===== src/rtl/cpu_mem_arbiter_if.sv =====
// rtl/cpu_mem_arbiter_if.sv - IF/MEM/MMU signal bundle for cpu_mem_arbiter; dmem_misaligned exists only with CPU_MEM_ARB_MISALIGN_EN
interface cpu_mem_arbiter_if #(
  parameter int ADDR_WIDTH = 32,
  parameter int DATA_WIDTH = 32
);
  // IF stage
  logic                  if_flush;
  logic [ADDR_WIDTH-1:0] if_flush_pc;
  logic                  if_instr_valid;
  logic [DATA_WIDTH-1:0] if_instr;
  logic [ADDR_WIDTH-1:0] if_instr_pc;
  logic                  if_instr_ready;
  // MEM stage
  logic                  dmem_req;
  logic                  dmem_write;
  logic                  dmem_signed;
  logic [1:0]            dmem_width;
  logic [ADDR_WIDTH-1:0] dmem_addr;
  logic [DATA_WIDTH-1:0] dmem_wdata;
  logic                  dmem_done;
  logic [DATA_WIDTH-1:0] dmem_rdata;
`ifdef CPU_MEM_ARB_MISALIGN_EN
  logic                  dmem_misaligned;
`endif
  // MMU port
  logic                  mmu_read_enable;
  logic                  mmu_write_enable;
  logic                  mmu_mem_signed_read;
  logic [1:0]            mmu_mem_data_width;
  logic [ADDR_WIDTH-1:0] mmu_address;
  logic [DATA_WIDTH-1:0] mmu_data_in;
  logic                  mmu_mem_ready;
  logic [DATA_WIDTH-1:0] mmu_data_out;

  // Arbiter side
  modport master (
    input  if_flush, if_flush_pc, if_instr_ready,
    input  dmem_req, dmem_write, dmem_signed, dmem_width, dmem_addr, dmem_wdata,
    input  mmu_mem_ready, mmu_data_out,
`ifdef CPU_MEM_ARB_MISALIGN_EN
    output dmem_misaligned,
`endif
    output if_instr_valid, if_instr, if_instr_pc,
    output dmem_done, dmem_rdata,
    output mmu_read_enable, mmu_write_enable, mmu_mem_signed_read,
    output mmu_mem_data_width, mmu_address, mmu_data_in
  );

  // Core and MMU side
  modport slave (
    output if_flush, if_flush_pc, if_instr_ready,
    output dmem_req, dmem_write, dmem_signed, dmem_width, dmem_addr, dmem_wdata,
    output mmu_mem_ready, mmu_data_out,
`ifdef CPU_MEM_ARB_MISALIGN_EN
    input  dmem_misaligned,
`endif
    input  if_instr_valid, if_instr, if_instr_pc,
    input  dmem_done, dmem_rdata,
    input  mmu_read_enable, mmu_write_enable, mmu_mem_signed_read,
    input  mmu_mem_data_width, mmu_address, mmu_data_in
  );
endinterface


===== src/rtl/cpu_mem_arbiter.sv =====
// rtl/cpu_mem_arbiter.sv - IF prefetch queue plus MEM-stage arbiter on one MMU port; option CPU_MEM_ARB_MISALIGN_EN
module cpu_mem_arbiter #(
  parameter int                    ADDR_WIDTH  = 32,
  parameter int                    DATA_WIDTH  = 32,
  parameter int                    FETCH_DEPTH = 4,
  parameter logic [ADDR_WIDTH-1:0] RESET_PC    = '0
) (
  input logic               clk,
  input logic               reset,
  cpu_mem_arbiter_if.master bus
);
  localparam int         PTR_W      = $clog2(FETCH_DEPTH);
  localparam logic [1:0] WIDTH_WORD = 2'b10;

  typedef enum logic [1:0] {IDLE, FETCH, DATA, DONE} state_t;
  state_t state_q, state_d;

  logic [ADDR_WIDTH-1:0] fetch_pc_q, fetch_pc_d;
  logic [ADDR_WIDTH-1:0] fetch_addr_q, fetch_addr_d;
  logic                  discard_q, discard_d;
  logic                  req_write_q, req_signed_q;
  logic [1:0]            req_width_q;
  logic [ADDR_WIDTH-1:0] req_addr_q;
  logic [DATA_WIDTH-1:0] req_wdata_q;
  logic [DATA_WIDTH-1:0] rdata_q, rdata_d;
  logic [PTR_W:0]        wptr_q, wptr_d, rptr_q, rptr_d;
  logic [DATA_WIDTH-1:0] q_instr_q [FETCH_DEPTH];
  logic [ADDR_WIDTH-1:0] q_pc_q    [FETCH_DEPTH];

  logic q_valid, q_full, fetch_done, push, pop, misalign_hit;

  // Pointers carry one extra wrap bit so full and empty are distinguishable
  assign q_valid    = (wptr_q != rptr_q);
  assign q_full     = (wptr_q[PTR_W] != rptr_q[PTR_W]) &&
                      (wptr_q[PTR_W-1:0] == rptr_q[PTR_W-1:0]);
  assign fetch_done = (state_q == FETCH) && bus.mmu_mem_ready;
  // A flush arriving in the completing cycle also drops the result
  assign push       = fetch_done && !discard_q && !bus.if_flush;
  assign pop        = q_valid && bus.if_instr_ready && !bus.if_flush;

`ifdef CPU_MEM_ARB_MISALIGN_EN
  localparam logic [1:0] WIDTH_HALF = 2'b01;
  logic misalign_q;
  assign misalign_hit = ((bus.dmem_width == WIDTH_HALF) && bus.dmem_addr[0]) ||
                        ((bus.dmem_width == WIDTH_WORD) && (bus.dmem_addr[1:0] != 2'b00));

  // Remember whether the DONE being entered is a misalignment rejection
  always_ff @(posedge clk) begin
    if (reset) begin
      misalign_q <= 1'b0;
    end else if (state_q == IDLE) begin
      misalign_q <= bus.dmem_req && misalign_hit;
    end
  end
`else
  assign misalign_hit = 1'b0;
`endif

  // State and control registers; reset abandons any access in flight
  always_ff @(posedge clk) begin
    if (reset) begin
      state_q      <= IDLE;
      fetch_pc_q   <= RESET_PC;
      fetch_addr_q <= '0;
      discard_q    <= 1'b0;
      rdata_q      <= '0;
      wptr_q       <= '0;
      rptr_q       <= '0;
      req_write_q  <= 1'b0;
      req_signed_q <= 1'b0;
      req_width_q  <= 2'b00;
      req_addr_q   <= '0;
      req_wdata_q  <= '0;
    end else begin
      state_q      <= state_d;
      fetch_pc_q   <= fetch_pc_d;
      fetch_addr_q <= fetch_addr_d;
      discard_q    <= discard_d;
      rdata_q      <= rdata_d;
      wptr_q       <= wptr_d;
      rptr_q       <= rptr_d;
      if ((state_q == IDLE) && bus.dmem_req) begin
        req_write_q  <= bus.dmem_write;
        req_signed_q <= bus.dmem_signed;
        req_width_q  <= bus.dmem_width;
        req_addr_q   <= bus.dmem_addr;
        req_wdata_q  <= bus.dmem_wdata;
      end
    end
  end

  // Queue storage needs no reset: entries are only observed behind the pointers
  always_ff @(posedge clk) begin
    if (push) begin
      q_instr_q[wptr_q[PTR_W-1:0]] <= bus.mmu_data_out;
      q_pc_q[wptr_q[PTR_W-1:0]]    <= fetch_addr_q;
    end
  end

  // Next state: data beats fetch in IDLE, and an access runs to completion
  always_comb begin
    state_d = state_q;
    case (state_q)
      IDLE: begin
        if (bus.dmem_req) begin
          state_d = misalign_hit ? DONE : DATA;
        end else if (!q_full && !bus.if_flush) begin
          state_d = FETCH;
        end
      end
      FETCH:   if (bus.mmu_mem_ready) state_d = IDLE;
      DATA:    if (bus.mmu_mem_ready) state_d = DONE;
      DONE:    state_d = IDLE;
      default: state_d = IDLE;
    endcase
  end

  // Fetch address, discard flag, load result and queue pointer updates
  always_comb begin
    fetch_pc_d   = fetch_pc_q;
    fetch_addr_d = fetch_addr_q;
    discard_d    = discard_q;
    rdata_d      = rdata_q;
    wptr_d       = wptr_q + {{PTR_W{1'b0}}, push};
    rptr_d       = rptr_q + {{PTR_W{1'b0}}, pop};
    if ((state_q == IDLE) && (state_d == FETCH)) begin
      fetch_addr_d = fetch_pc_q;
    end
    if (fetch_done) begin
      discard_d = 1'b0;
      if (!discard_q) begin
        fetch_pc_d = fetch_addr_q + ADDR_WIDTH'(4);
      end
    end
    if (bus.if_flush) begin
      fetch_pc_d = bus.if_flush_pc;
      wptr_d     = '0;
      rptr_d     = '0;
      // The MMU address stays on fetch_addr_q; only its result is dropped
      if ((state_q == FETCH) && !bus.mmu_mem_ready) begin
        discard_d = 1'b1;
      end
    end
    if ((state_q == DATA) && bus.mmu_mem_ready && !req_write_q) begin
      rdata_d = bus.mmu_data_out;
    end
  end

  // Outputs decoded from the registered state and latched fields only
  always_comb begin
    bus.mmu_read_enable     = 1'b0;
    bus.mmu_write_enable    = 1'b0;
    bus.mmu_mem_signed_read = req_signed_q;
    bus.mmu_mem_data_width  = req_width_q;
    bus.mmu_address         = '0;
    bus.mmu_data_in         = '0;
    bus.dmem_done           = 1'b0;
    bus.dmem_rdata          = rdata_q;
    bus.if_instr_valid      = q_valid;
    bus.if_instr            = q_instr_q[rptr_q[PTR_W-1:0]];
    bus.if_instr_pc         = q_pc_q[rptr_q[PTR_W-1:0]];
`ifdef CPU_MEM_ARB_MISALIGN_EN
    bus.dmem_misaligned     = misalign_q && (state_q == DONE);
`endif
    case (state_q)
      FETCH: begin
        bus.mmu_read_enable     = 1'b1;
        bus.mmu_mem_signed_read = 1'b0;
        bus.mmu_mem_data_width  = WIDTH_WORD;
        bus.mmu_address         = fetch_addr_q;
      end
      DATA: begin
        bus.mmu_read_enable  = !req_write_q;
        bus.mmu_write_enable = req_write_q;
        bus.mmu_address      = req_addr_q;
        bus.mmu_data_in      = req_write_q ? req_wdata_q : '0;
      end
      DONE:    bus.dmem_done = 1'b1;
      default: ;
    endcase
  end
endmodule

===== src/flat_wrapper.sv =====
// flat-port wrapper written by rule: the top's interface ports become plain ports
module cpu_mem_arbiter_flat 
#(
  parameter int                    ADDR_WIDTH  = 32,
  parameter int                    DATA_WIDTH  = 32,
  parameter int                    FETCH_DEPTH = 4,
  parameter logic [ADDR_WIDTH-1:0] RESET_PC    = '0
)
  (clk, reset, bus_if_flush, bus_if_flush_pc, bus_if_instr_ready, bus_dmem_req, bus_dmem_write, bus_dmem_signed, bus_dmem_width, bus_dmem_addr, bus_dmem_wdata, bus_mmu_mem_ready, bus_mmu_data_out, bus_if_instr_valid, bus_if_instr, bus_if_instr_pc, bus_dmem_done, bus_dmem_rdata, bus_mmu_read_enable, bus_mmu_write_enable, bus_mmu_mem_signed_read, bus_mmu_mem_data_width, bus_mmu_address, bus_mmu_data_in);
  cpu_mem_arbiter_if #(.ADDR_WIDTH(ADDR_WIDTH), .DATA_WIDTH(DATA_WIDTH)) bus_i ();
  input logic clk;
  input logic reset;
  input wire logic [$bits(bus_i.if_flush)-1:0] bus_if_flush;
  input wire logic [$bits(bus_i.if_flush_pc)-1:0] bus_if_flush_pc;
  input wire logic [$bits(bus_i.if_instr_ready)-1:0] bus_if_instr_ready;
  input wire logic [$bits(bus_i.dmem_req)-1:0] bus_dmem_req;
  input wire logic [$bits(bus_i.dmem_write)-1:0] bus_dmem_write;
  input wire logic [$bits(bus_i.dmem_signed)-1:0] bus_dmem_signed;
  input wire logic [$bits(bus_i.dmem_width)-1:0] bus_dmem_width;
  input wire logic [$bits(bus_i.dmem_addr)-1:0] bus_dmem_addr;
  input wire logic [$bits(bus_i.dmem_wdata)-1:0] bus_dmem_wdata;
  input wire logic [$bits(bus_i.mmu_mem_ready)-1:0] bus_mmu_mem_ready;
  input wire logic [$bits(bus_i.mmu_data_out)-1:0] bus_mmu_data_out;
  output wire logic [$bits(bus_i.if_instr_valid)-1:0] bus_if_instr_valid;
  output wire logic [$bits(bus_i.if_instr)-1:0] bus_if_instr;
  output wire logic [$bits(bus_i.if_instr_pc)-1:0] bus_if_instr_pc;
  output wire logic [$bits(bus_i.dmem_done)-1:0] bus_dmem_done;
  output wire logic [$bits(bus_i.dmem_rdata)-1:0] bus_dmem_rdata;
  output wire logic [$bits(bus_i.mmu_read_enable)-1:0] bus_mmu_read_enable;
  output wire logic [$bits(bus_i.mmu_write_enable)-1:0] bus_mmu_write_enable;
  output wire logic [$bits(bus_i.mmu_mem_signed_read)-1:0] bus_mmu_mem_signed_read;
  output wire logic [$bits(bus_i.mmu_mem_data_width)-1:0] bus_mmu_mem_data_width;
  output wire logic [$bits(bus_i.mmu_address)-1:0] bus_mmu_address;
  output wire logic [$bits(bus_i.mmu_data_in)-1:0] bus_mmu_data_in;
  assign bus_i.if_flush = bus_if_flush;
  assign bus_i.if_flush_pc = bus_if_flush_pc;
  assign bus_i.if_instr_ready = bus_if_instr_ready;
  assign bus_i.dmem_req = bus_dmem_req;
  assign bus_i.dmem_write = bus_dmem_write;
  assign bus_i.dmem_signed = bus_dmem_signed;
  assign bus_i.dmem_width = bus_dmem_width;
  assign bus_i.dmem_addr = bus_dmem_addr;
  assign bus_i.dmem_wdata = bus_dmem_wdata;
  assign bus_i.mmu_mem_ready = bus_mmu_mem_ready;
  assign bus_i.mmu_data_out = bus_mmu_data_out;
  assign bus_if_instr_valid = bus_i.if_instr_valid;
  assign bus_if_instr = bus_i.if_instr;
  assign bus_if_instr_pc = bus_i.if_instr_pc;
  assign bus_dmem_done = bus_i.dmem_done;
  assign bus_dmem_rdata = bus_i.dmem_rdata;
  assign bus_mmu_read_enable = bus_i.mmu_read_enable;
  assign bus_mmu_write_enable = bus_i.mmu_write_enable;
  assign bus_mmu_mem_signed_read = bus_i.mmu_mem_signed_read;
  assign bus_mmu_mem_data_width = bus_i.mmu_mem_data_width;
  assign bus_mmu_address = bus_i.mmu_address;
  assign bus_mmu_data_in = bus_i.mmu_data_in;
  cpu_mem_arbiter #(.ADDR_WIDTH(ADDR_WIDTH), .DATA_WIDTH(DATA_WIDTH), .FETCH_DEPTH(FETCH_DEPTH), .RESET_PC(RESET_PC)) u_core (.clk(clk), .reset(reset), .bus(bus_i));
endmodule

===== config.mk =====
export PLATFORM = sky130hd
export DESIGN_NAME = cpu_mem_arbiter_flat
export DESIGN_NICKNAME = d
export VERILOG_FILES = /design/src/rtl/cpu_mem_arbiter_if.sv /design/src/rtl/cpu_mem_arbiter.sv /design/src/flat_wrapper.sv
export SDC_FILE = /design/constraint.sdc
export NUM_CORES = 1
export LEC_CHECK = 0
export BUFFER_PORTS_ARGS = -buffer_cell sky130_fd_sc_hd__buf_4
export CAP_MARGIN = 0
export CORE_MARGIN = 4
export CORE_UTILIZATION = 60
export CTS_CLUSTER_SIZE = 25
export DETAILED_ROUTE_END_ITERATION = 12
export PLACE_DENSITY = 0.85
export SLEW_MARGIN = 10
export SYNTH_ARGS = -nofsm -noshare
export SYNTH_HDL_FRONTEND = slang
export SYNTH_SLANG_ARGS = --single-unit
export TNS_END_PERCENT = 20

===== constraint.sdc =====
create_clock -name clk -period 14.4 [get_ports clk]
set_input_delay 2.88 -clock clk [delete_from_list [all_inputs] [get_ports clk]]
set_output_delay 2.88 -clock clk [all_outputs]
set_load 0.02 [all_outputs]

==> out/qor.csv, run 1 <==
stage,metric,value,unit
grt,antenna_found_initial,1,
floorplanning,start_util,60.83,%
route,viasPerCell,5.974,
setup_path,crit_path_end_kind,primary output,
setup_path,crit_path_start_kind,flop,
logic_synthesis,synth.distinct_cells,50,
logic_synthesis,ys.flop_type,edfxtp_1,
power_and_ir_drop,power_leakage,0.007659,uW
clock_network,post_cts_buffers,0,
floorplanning,fp-row-count,61,
floorplanning,dieArea,30990,um2
grt,grt_pass1_wl,70.06,mm
clock_network,cts_max_path_buffers,3,
place,hpwl,28.36,mm
status,status,completed,
logic_synthesis,synthCells,1365,
grt,grt_overflow,0,
final_layout,areaGrowthSynthToFinish,23.71,%
logic_synthesis,async_flop_share,0,%
final_layout,drive_gt1_share,28.39,%
route,dr.first_iter.drc_count,1284,
min_path,hp-class,flop to flop,
clock_network,cts_tree,done,
setup_path,arrival,2.89,ns
route,routed_wl,45.56,mm
timing,slew-limit-headroom,21.64,%
final_layout,multi_input_area,5424,um2
place,placement.io_buffers,304,
power_and_ir_drop,p_total,2719,uW
final_layout,layout_commonest_cell,buf_4,
grt,grt_pass1_vias,12090,
route,drc,0,
logic_synthesis,ys_seq_area_share,65.81,%
logic_synthesis,ys_seq_elements,429,
flow_run,cap_violations,0,
floorplanning,core_area,27860,um2
timing,hold_viol,0,
timing,finalSetupTns,0,ns
timing,rsz0062_at_grt,no,
timing,period_share,40.06,%
clock_network,root_buffer,clkbuf_16,
floorplanning,io_pins,305,
clock_network,cts_resized,0,
timing,setup_viol,0,
timing,skew,0.02200,ns
route,routedWlPerCell,22.29,um
final_layout,ff_latch_area,11160,um2
timing,fin_crit,5.768,ns
timing,slew_viol_final,0,
final_layout,final_cell_mix,"318 x buf_4, 314 x nand2_1, 256 x edfxtp_1",
route,postRouteAntennaNets,0,
clock_network,clkSlewWorstSetupHoldPaths,0.07,ns
clock_network,cts_max_level,2,
grt,grt_max_degree,69,
final_layout,diodes,0,
logic_synthesis,syn-cell-area,16950,um2
setup_path,path_class,flop to primary output,
setup_path,cp.required,11.52,ns
power_and_ir_drop,power_density,129.7,nW/um2
logic_synthesis,synth_nets,1513,
route,first_pass_iters,6,
logic_synthesis,syn_avg_cell_area,12.41,um2
power_and_ir_drop,ir_drop,0.1110,mV
final_layout,nFillCells,1662,
timing,worst_pin_slew,1.175,ns
setup_path,cp_max_fo,37,
grt,grt_usage,29.01,%
route,via_count,12210,
clock_network,numCtsBuffers,42,
clock_network,cts_hold_buf,0,
place,routabilityCongestion,0.8369,
logic_synthesis,synth_edf_count,256,
logic_synthesis,synth_warnings,0,
floorplanning,chipHeight,176.1,um
final_layout,nNetsFinal,1780,
clock_network,clock-sinks,429,
clock_network,clk_latency,0.54,ns
floorplanning,die_w,176.1,um
timing,fmax,173.4,MHz
## where the power goes
group          switching, uW  total [uW]  internal [uW]
combinational            123         202           79.0
sequential              25.2        1350           1330
clock                    462        1160            703
total                    610        2720           2110
## kinds of logic after synthesis
logic type | synth area share, %
adder cells (fa/ha/maj) | 0.7384
AO/OA/AOI/OAI | 8.565
buffers and inverters | 2.392
XOR/XNOR | 1.241
flip-flops | 65.81
AND/OR/NAND/NOR | 12.75
multiplexers | 8.506
## critical path, stage by stage, from the launching register on
cell and delay (ns):
dfxtp_4 0.76, buf_4 0.71, mux4_2 0.65, buf_4 0.19
## registers in the layout (all words and copies together), names as in the netlist, 2 cells and up, named ones only
register	flops
u_core.q_instr_q	128
u_core.q_pc_q	128
u_core.bus.dmem_rdata	32
u_core.fetch_addr_q	32
u_core.fetch_pc_q	32
u_core.req_addr_q	32
u_core.req_wdata_q	32
u_core.rptr_q	3
u_core.wptr_q	3
u_core.req_width_q	2
u_core.state_q	2
## path summary, 6_finish.rpt
check / start / endpoint / slack (ns) / depth (start not counted)
worst max-delay path: u_core.rptr_q[0] / bus_if_instr[16] / 8.63 / 3
worst min-delay path: u_core.req_wdata_q[7] / u_core.req_wdata_q[7] / 0.45 / 2
worst max register to register: u_core.state_q[1] / u_core.q_pc_q[2][26] / 10.57 / 9
worst min register to register: u_core.req_wdata_q[7] / u_core.req_wdata_q[7] / 0.45 / 2
## stage by stage
stage	utilization, %	hold WS (ns)	instance area, um2	setup WS [ns]	instances
after floorplan	-	0.4287	16950	6.007	1365
after global placement	69.90	0.4326	19470	8.584	1966
after detailed placement	69.90	0.4431	19470	8.517	1966
after CTS	75.25	0.4521	20960	8.571	2044
after global routing	75.25	0.4573	20960	8.424	2044
final	75.25	0.4502	20960	8.632	2044
## cells in the mapped netlist, drive strengths merged, types with 8 or more instances
library cell	instances	area [um2]
buf	23	105.1
o21ai	17	85.08
edfxtp	256	7687
nand3	9	45.04
clkbuf	72	270.3
inv	8	30.03
a22oi	35	262.8
mux4	64	1441
nor2	37	138.9
nand2	315	1182
and3	38	239.0
xnor2	15	131.4
nor3	15	75.07
dfxtp	173	3463
ha	10	125.1
xor2	9	78.83
a21oi	158	790.8
nor2b	39	244.0
## final cells by class
class	instances	share of cell area (%)
inverter	8	0.1432
sequential	429	53.23
timing repair buffer	318	11.39
clock buffer	53	5.557
tap	378	2.256
clock inverter	25	1.552
multi-input combinational	833	25.87
## per-layer routing
layer / GRT usage, % / part of all wire (%) / up-vias
met5: 0 / 0.015 / -
met4: 6.790 / 2.2 / 2
met3: 7.366 / 11 / 82
met2: 47.94 / 49 / 729
met1: 39.38 / 39 / 5919
li1: - / - / 5479
No activity file was read; power rests on OpenSTA's default activity.
==> inputs of run 2 (changes only) <==
--- a/config.mk
+++ b/config.mk
@@ -8,10 +8,10 @@
 export BUFFER_PORTS_ARGS = -buffer_cell sky130_fd_sc_hd__buf_4
 export CAP_MARGIN = 0
 export CORE_MARGIN = 4
-export CORE_UTILIZATION = 60
+export CORE_UTILIZATION = 50
 export CTS_CLUSTER_SIZE = 25
 export DETAILED_ROUTE_END_ITERATION = 12
-export PLACE_DENSITY = 0.85
+export PLACE_DENSITY = 0.76
 export SLEW_MARGIN = 10
 export SYNTH_ARGS = -nofsm -noshare
 export SYNTH_HDL_FRONTEND = slang
==> constraint.sdc (replaced) <==
create_clock -name clk -period 4.85 [get_ports clk]
set_input_delay 0.97 -clock clk [delete_from_list [all_inputs] [get_ports clk]]
set_output_delay 0.97 -clock clk [all_outputs]
set_load 0.02 [all_outputs]
==> out/qor.csv, run 2 (synthesis gave the netlist of run 1 again) <==
stage,metric,value,unit
clock_network,clkSlewWorstSetupHoldPaths,0.06,ns
power_and_ir_drop,power_frac_comb,7.5,%
final_layout,layout_commonest_cell,buf_4,
final_layout,drive_gt1_share,28.23,%
floorplanning,dieArea,36900,um2
clock_network,post_cts_buffers,0,
timing,slew_viol_final,0,
power_and_ir_drop,pwr-share-seq,50.4,%
route,via_count,11790,
setup_path,crit_top_cell,buf_4,
grt,grt_usage,22.62,%
final_layout,nNetsFinal,1785,
floorplanning,fp-row-count,67,
route,first_pass_iters,5,
place,placement.io_buffers,304,
power_and_ir_drop,ir_drop,0.3632,mV
grt,grt_pass1_vias,11450,
route,postRouteAntennaNets,0,
final_layout,layoutNonFillerInstCount,2121,
floorplanning,chipHeight,192.1,um
power_and_ir_drop,p_total,7969,uW
setup_path,path_class,flop to primary output,
floorplanning,die_w,192.1,um
power_and_ir_drop,power_density,378.1,nW/um2
clock_network,clk_latency,0.55,ns
setup_path,max_stage_delay,0.86,ns
power_and_ir_drop,internal-power,6139,uW
clock_network,cts_max_path_buffers,3,
floorplanning,io_pins,305,
power_and_ir_drop,p_clk_share,42.1,%
grt,grt_max_degree,111,
final_layout,areaGrowthSynthToFinish,24.37,%
grt,antenna_found_initial,1,
route,drc,0,
clock_network,clock-sinks,429,
timing,period_share,73.95,%
route,viasPerCell,5.558,
grt,grt_pass1_wl,64.72,mm
clock_network,cts_max_level,2,
setup_path,r2r-start,u_core.rptr_q[1],
timing,hold_viol,0,
timing,skew,0.01442,ns
place,dp_slack,1.435,ns
route,dr.first_iter.drc_count,1050,
setup_path,r2r_cells,6,
timing,slew-limit-headroom,27.43,%
place,dp_cells,2038,
power_and_ir_drop,power_leakage,0.007652,uW
setup_path,startpoint,u_core.rptr_q[0],
timing,fmax,278.8,MHz
clock_network,cts_resized,0,
floorplanning,core_area,33450,um2
setup_path,crit_path_start_kind,flop,
min_path,min_from,u_core.fetch_pc_q[24],
setup_path,arrival,2.62,ns
setup_path,cp.required,3.88,ns
floorplanning,start_util,50.66,%
timing,setup_viol,0,
setup_path,crit_path_end_kind,primary output,
timing,setup_slack,1.263,ns
timing,rsz0062_at_grt,no,
clock_network,root_buffer,clkbuf_16,
timing,worst_pin_slew,1.085,ns
clock_network,numCtsBuffers,45,
setup_path,crit_slowest_cell,dfxtp_4,
min_path,hold_depth,2,
flow_run,cap_violations,0,
place,routabilityCongestion,0.8561,
timing,holdWs,0.4489,ns
route,routed_wl,42.95,mm
clock_network,cts_tree,done,
min_path,hp-class,flop to flop,
clock_network,cts_hold_buf,0,
power_and_ir_drop,p_sw_share,22.96,%
route,routedWlPerCell,20.25,um
place,hpwl,27.70,mm
setup_path,cp_max_fo,38,
power_and_ir_drop,p_sw,1830,uW
timing,fin_crit,3.587,ns
final_layout,final_cell_mix,"316 x buf_4, 313 x nand2_1, 256 x edfxtp_1",
status,status,completed,
grt,grt_overflow,0,
setup_path,crit_chain,"buf_4, mux4_2, buf_4",
==> run 2: power groups by stage <==
stage	Combinational [uW]	Sequential [uW]	Clock, uW
2_1_floorplan	336	4080	0
3_3_place_gp	586	4080	0
3_5_place_dp	596	4090	0
4_1_cts	599	4010	3420
5_1_grt	658	4020	3590
6_report	598	4010	3360
==> run 2: area by class of cell <==
| class | count | area, um2 |
|---|---|---|
| clock buffers | 56 | 1189 |
| diodes | 1 | 2.502 |
| fillers | 2547 | 12370 |
| well taps | 448 | 560.5 |
| clock inverters | 26 | 249.0 |
| multi-input cells | 833 | 5433 |
| inverters | 8 | 30.03 |
| flip-flops and latches | 429 | 11160 |
| repair buffers | 320 | 2452 |
==> run 2: worst max-delay path: cells and delay by family, from the launching register on <==
family	cells	cell delay [ns]
flip-flops	1	0.86
buffers and inverters	2	0.62
multiplexers	1	0.57
==> run 2: final timing paths <==
check / end / slack (ns)
worst max-delay path: bus_if_instr[31] / 1.26
worst min register to register: u_core.fetch_addr_q[24] / 0.45
worst min-delay path: u_core.fetch_addr_q[24] / 0.45
worst max register to register: u_core.fetch_addr_q[14] / 1.87
==> run 2: through the flow <==
step | setup TNS, ns | util (%) | instance area, um2
floorplan | -37.21 | - | 16950
global placement | 0 | 58.69 | 19630
detailed placement | 0 | 58.69 | 19630
CTS | 0 | 62.99 | 21070
global route | 0 | 63.00 | 21070
finish | 0 | 63.00 | 21070
==> run 2: layer usage <==
layer	part of all wire, %	wire, um	vias to the layer above	track usage, %
met4	2.0	869	2	5.568
met2	47	20070	516	36.96
met1	41	17630	5712	30.15
met5	0.040	17	-	0
met3	10	4352	58	6.561
li1	-	-	5500	-
==> inputs of run 3 (changes only) <==
--- a/config.mk
+++ b/config.mk
@@ -8,10 +8,10 @@
 export BUFFER_PORTS_ARGS = -buffer_cell sky130_fd_sc_hd__buf_4
 export CAP_MARGIN = 0
 export CORE_MARGIN = 4
-export CORE_UTILIZATION = 50
+export CORE_UTILIZATION = 56
 export CTS_CLUSTER_SIZE = 25
 export DETAILED_ROUTE_END_ITERATION = 12
-export PLACE_DENSITY = 0.76
+export PLACE_DENSITY = 0.8
 export SLEW_MARGIN = 10
 export SYNTH_ARGS = -nofsm -noshare
 export SYNTH_HDL_FRONTEND = slang
==> constraint.sdc (replaced) <==
create_clock -name clk -period 3.5 [get_ports clk]
set_input_delay 0.7 -clock clk [delete_from_list [all_inputs] [get_ports clk]]
set_output_delay 0.7 -clock clk [all_outputs]
set_load 0.02 [all_outputs]
==> out/qor.csv, run 3 (synthesis gave the netlist of run 1 again) <==
stage,metric,value,unit
place,placement.io_buffers,304,
clock_network,cts_max_path_buffers,3,
setup_path,path_class,flop to primary output,
clock_network,clock-sinks,429,
route,dr.first_iter.drc_count,1170,
timing,hold_viol,0,
timing,setup_viol,0,
setup_path,r2r-end,u_core.fetch_pc_q[16],
final_layout,layout_commonest_cell,buf_4,
setup_path,crit_slowest_cell,dfxtp_4,
place,placed_area,19700,um2
power_and_ir_drop,power_density,520.3,nW/um2
min_path,hp-class,input port to flop,
place,dp_cells,1996,
timing,fin_crit,3.009,ns
clock_network,numCtsBuffers,43,
setup_path,cp_top_family,flip-flops,
route,postRouteAntennaNets,0,
clock_network,cts_tree,done,
setup_path,cp.required,2.80,ns
setup_path,max_stage_delay,0.68,ns
clock_network,post_cts_buffers,0,
setup_path,crit_chain,"buf_12, mux4_2, buf_4",
grt,globalRouteMet2Util,40.94,%
route,via_count,12050,
route,drc,0,
min_path,whs_endpoint,u_core.q_instr_q[2][14],
status,status,completed,
clock_network,clk_latency,0.55,ns
place,routabilityCongestion,0.8754,
setup_path,r2r-start,u_core.fetch_addr_q[3],
route,routed_wl,43.61,mm
final_layout,layoutNonFillerInstCount,2077,
floorplanning,die_w,182.0,um
setup_path,arrival,2.31,ns
power_and_ir_drop,ir_drop,0.4110,mV
floorplanning,start_util,57.02,%
timing,worst_pin_slew,0.7040,ns
timing,slew-limit-headroom,53.07,%
floorplanning,chipHeight,182.0,um
floorplanning,io_pins,305,
timing,period_share,85.98,%
timing,skew,0.02608,ns
place,dp_slack,0.8647,ns
clock_network,cts_max_level,2,
floorplanning,core_area,29720,um2
setup_path,r2r_slack,1.01,ns
timing,fmax,332.3,MHz
timing,slew_viol_final,0,
min_path,min_from,bus_mmu_data_out[14],
grt,antenna_found_initial,0,
timing,rsz0062_at_grt,no,
clock_network,root_buffer,clkbuf_16,
route,routedWlPerCell,21.00,um
floorplanning,fp-row-count,63,
grt,top_usage_layer,met2,
grt,grt.met3_usage,5.889,%
grt,grt_util_met1,35.54,%
final_layout,final_cell_mix,"330 x buf_4, 314 x nand2_1, 256 x edfxtp_1",
grt,grt_pass1_wl,66.71,mm
grt,grt_usage,25.58,%
timing,setup_slack,0.4906,ns
final_layout,nNetsFinal,1799,
setup_path,critical_path_buf_inv_count,2,
grt,grt_overflow,0,
grt,grt_pass1_vias,11720,
setup_path,r2r_cells,6,
floorplanning,dieArea,33110,um2
clock_network,clkSlewWorstSetupHoldPaths,0.06,ns
power_and_ir_drop,power_leakage,0.007727,uW
route,first_pass_iters,8,
final_layout,areaGrowthSynthToFinish,24.70,%
setup_path,crit_path_end_kind,primary output,
min_path,hold_depth,1,
place,hpwl,28.89,mm
setup_path,cp_max_fo,25,
setup_path,crit_path_start_kind,flop,
grt,grt_max_degree,69,
final_layout,drive_gt1_share,28.77,%
clock_network,cts_hold_buf,0,
clock_network,cts_resized,0,
final_layout,finalInstanceArea,21130,um2
route,viasPerCell,5.801,
flow_run,cap_violations,0,
==> run 3: report_power, final <==
| group | internal [uW] | switching, uW | leakage (uW) |
|---|---|---|---|
| clock | 2700 | 1880 | 0.000685 |
| sequential | 5460 | 98.9 | 0.00374 |
| combinational | 345 | 512 | 0.00330 |
| total | 8500 | 2490 | 0.00773 |
==> run 3: metrics by stage <==
step / utilization, % / TNS (ns) / total power, uW / hold WS [ns]
CTS: 71.10 / 0 / 11060 / 0.3340
finish: 71.10 / 0 / 10990 / 0.3570
detailed placement: 66.30 / 0 / 6516 / 0.4409
floorplan: - / -55.17 / 6123 / 0.4287
global route: 71.10 / 0 / 11360 / 0.3403
global placement: 66.30 / 0 / 6491 / 0.4326
==> run 3: worst max-delay path by stage <==
stage                                start  slack (ns)                endpoint  cells after the start
after floorplan               bus_if_flush       -0.34  u_core.q_instr_q[2][0]                      6
final                     u_core.rptr_q[0]        0.49        bus_if_instr[31]                      3
after CTS                 u_core.rptr_q[0]        0.43        bus_if_instr[31]                      3
after global routing      u_core.rptr_q[0]        0.36      bus_if_instr_pc[9]                      3
after global placement        bus_if_flush        0.88  u_core.q_instr_q[1][6]                      6
after detailed placement      bus_if_flush        0.86  u_core.q_instr_q[1][4]                      6
==> run 3: cell type report <==
type / instances / area [um2]
Sequential cell: 429 / 11160
Fill cell: 2028 / 8587
Multi-Input combinational cell: 833 / 5430
Timing Repair Buffer: 336 / 2597
Clock buffer: 57 / 1149
Tap cell: 390 / 488.0
Clock inverter: 23 / 275.3
Inverter: 8 / 30.03
Antenna cell: 1 / 2.502
==> run 3: routing by layer <==
| layer | vias to the layer above | part of all wire (%) |
|---|---|---|
| met2 | 629 | 47 |
| met3 | 58 | 10 |
| met1 | 5854 | 40 |
| met4 | 0 | 2.2 |
| met5 | - | 0 |
| li1 | 5507 | - |
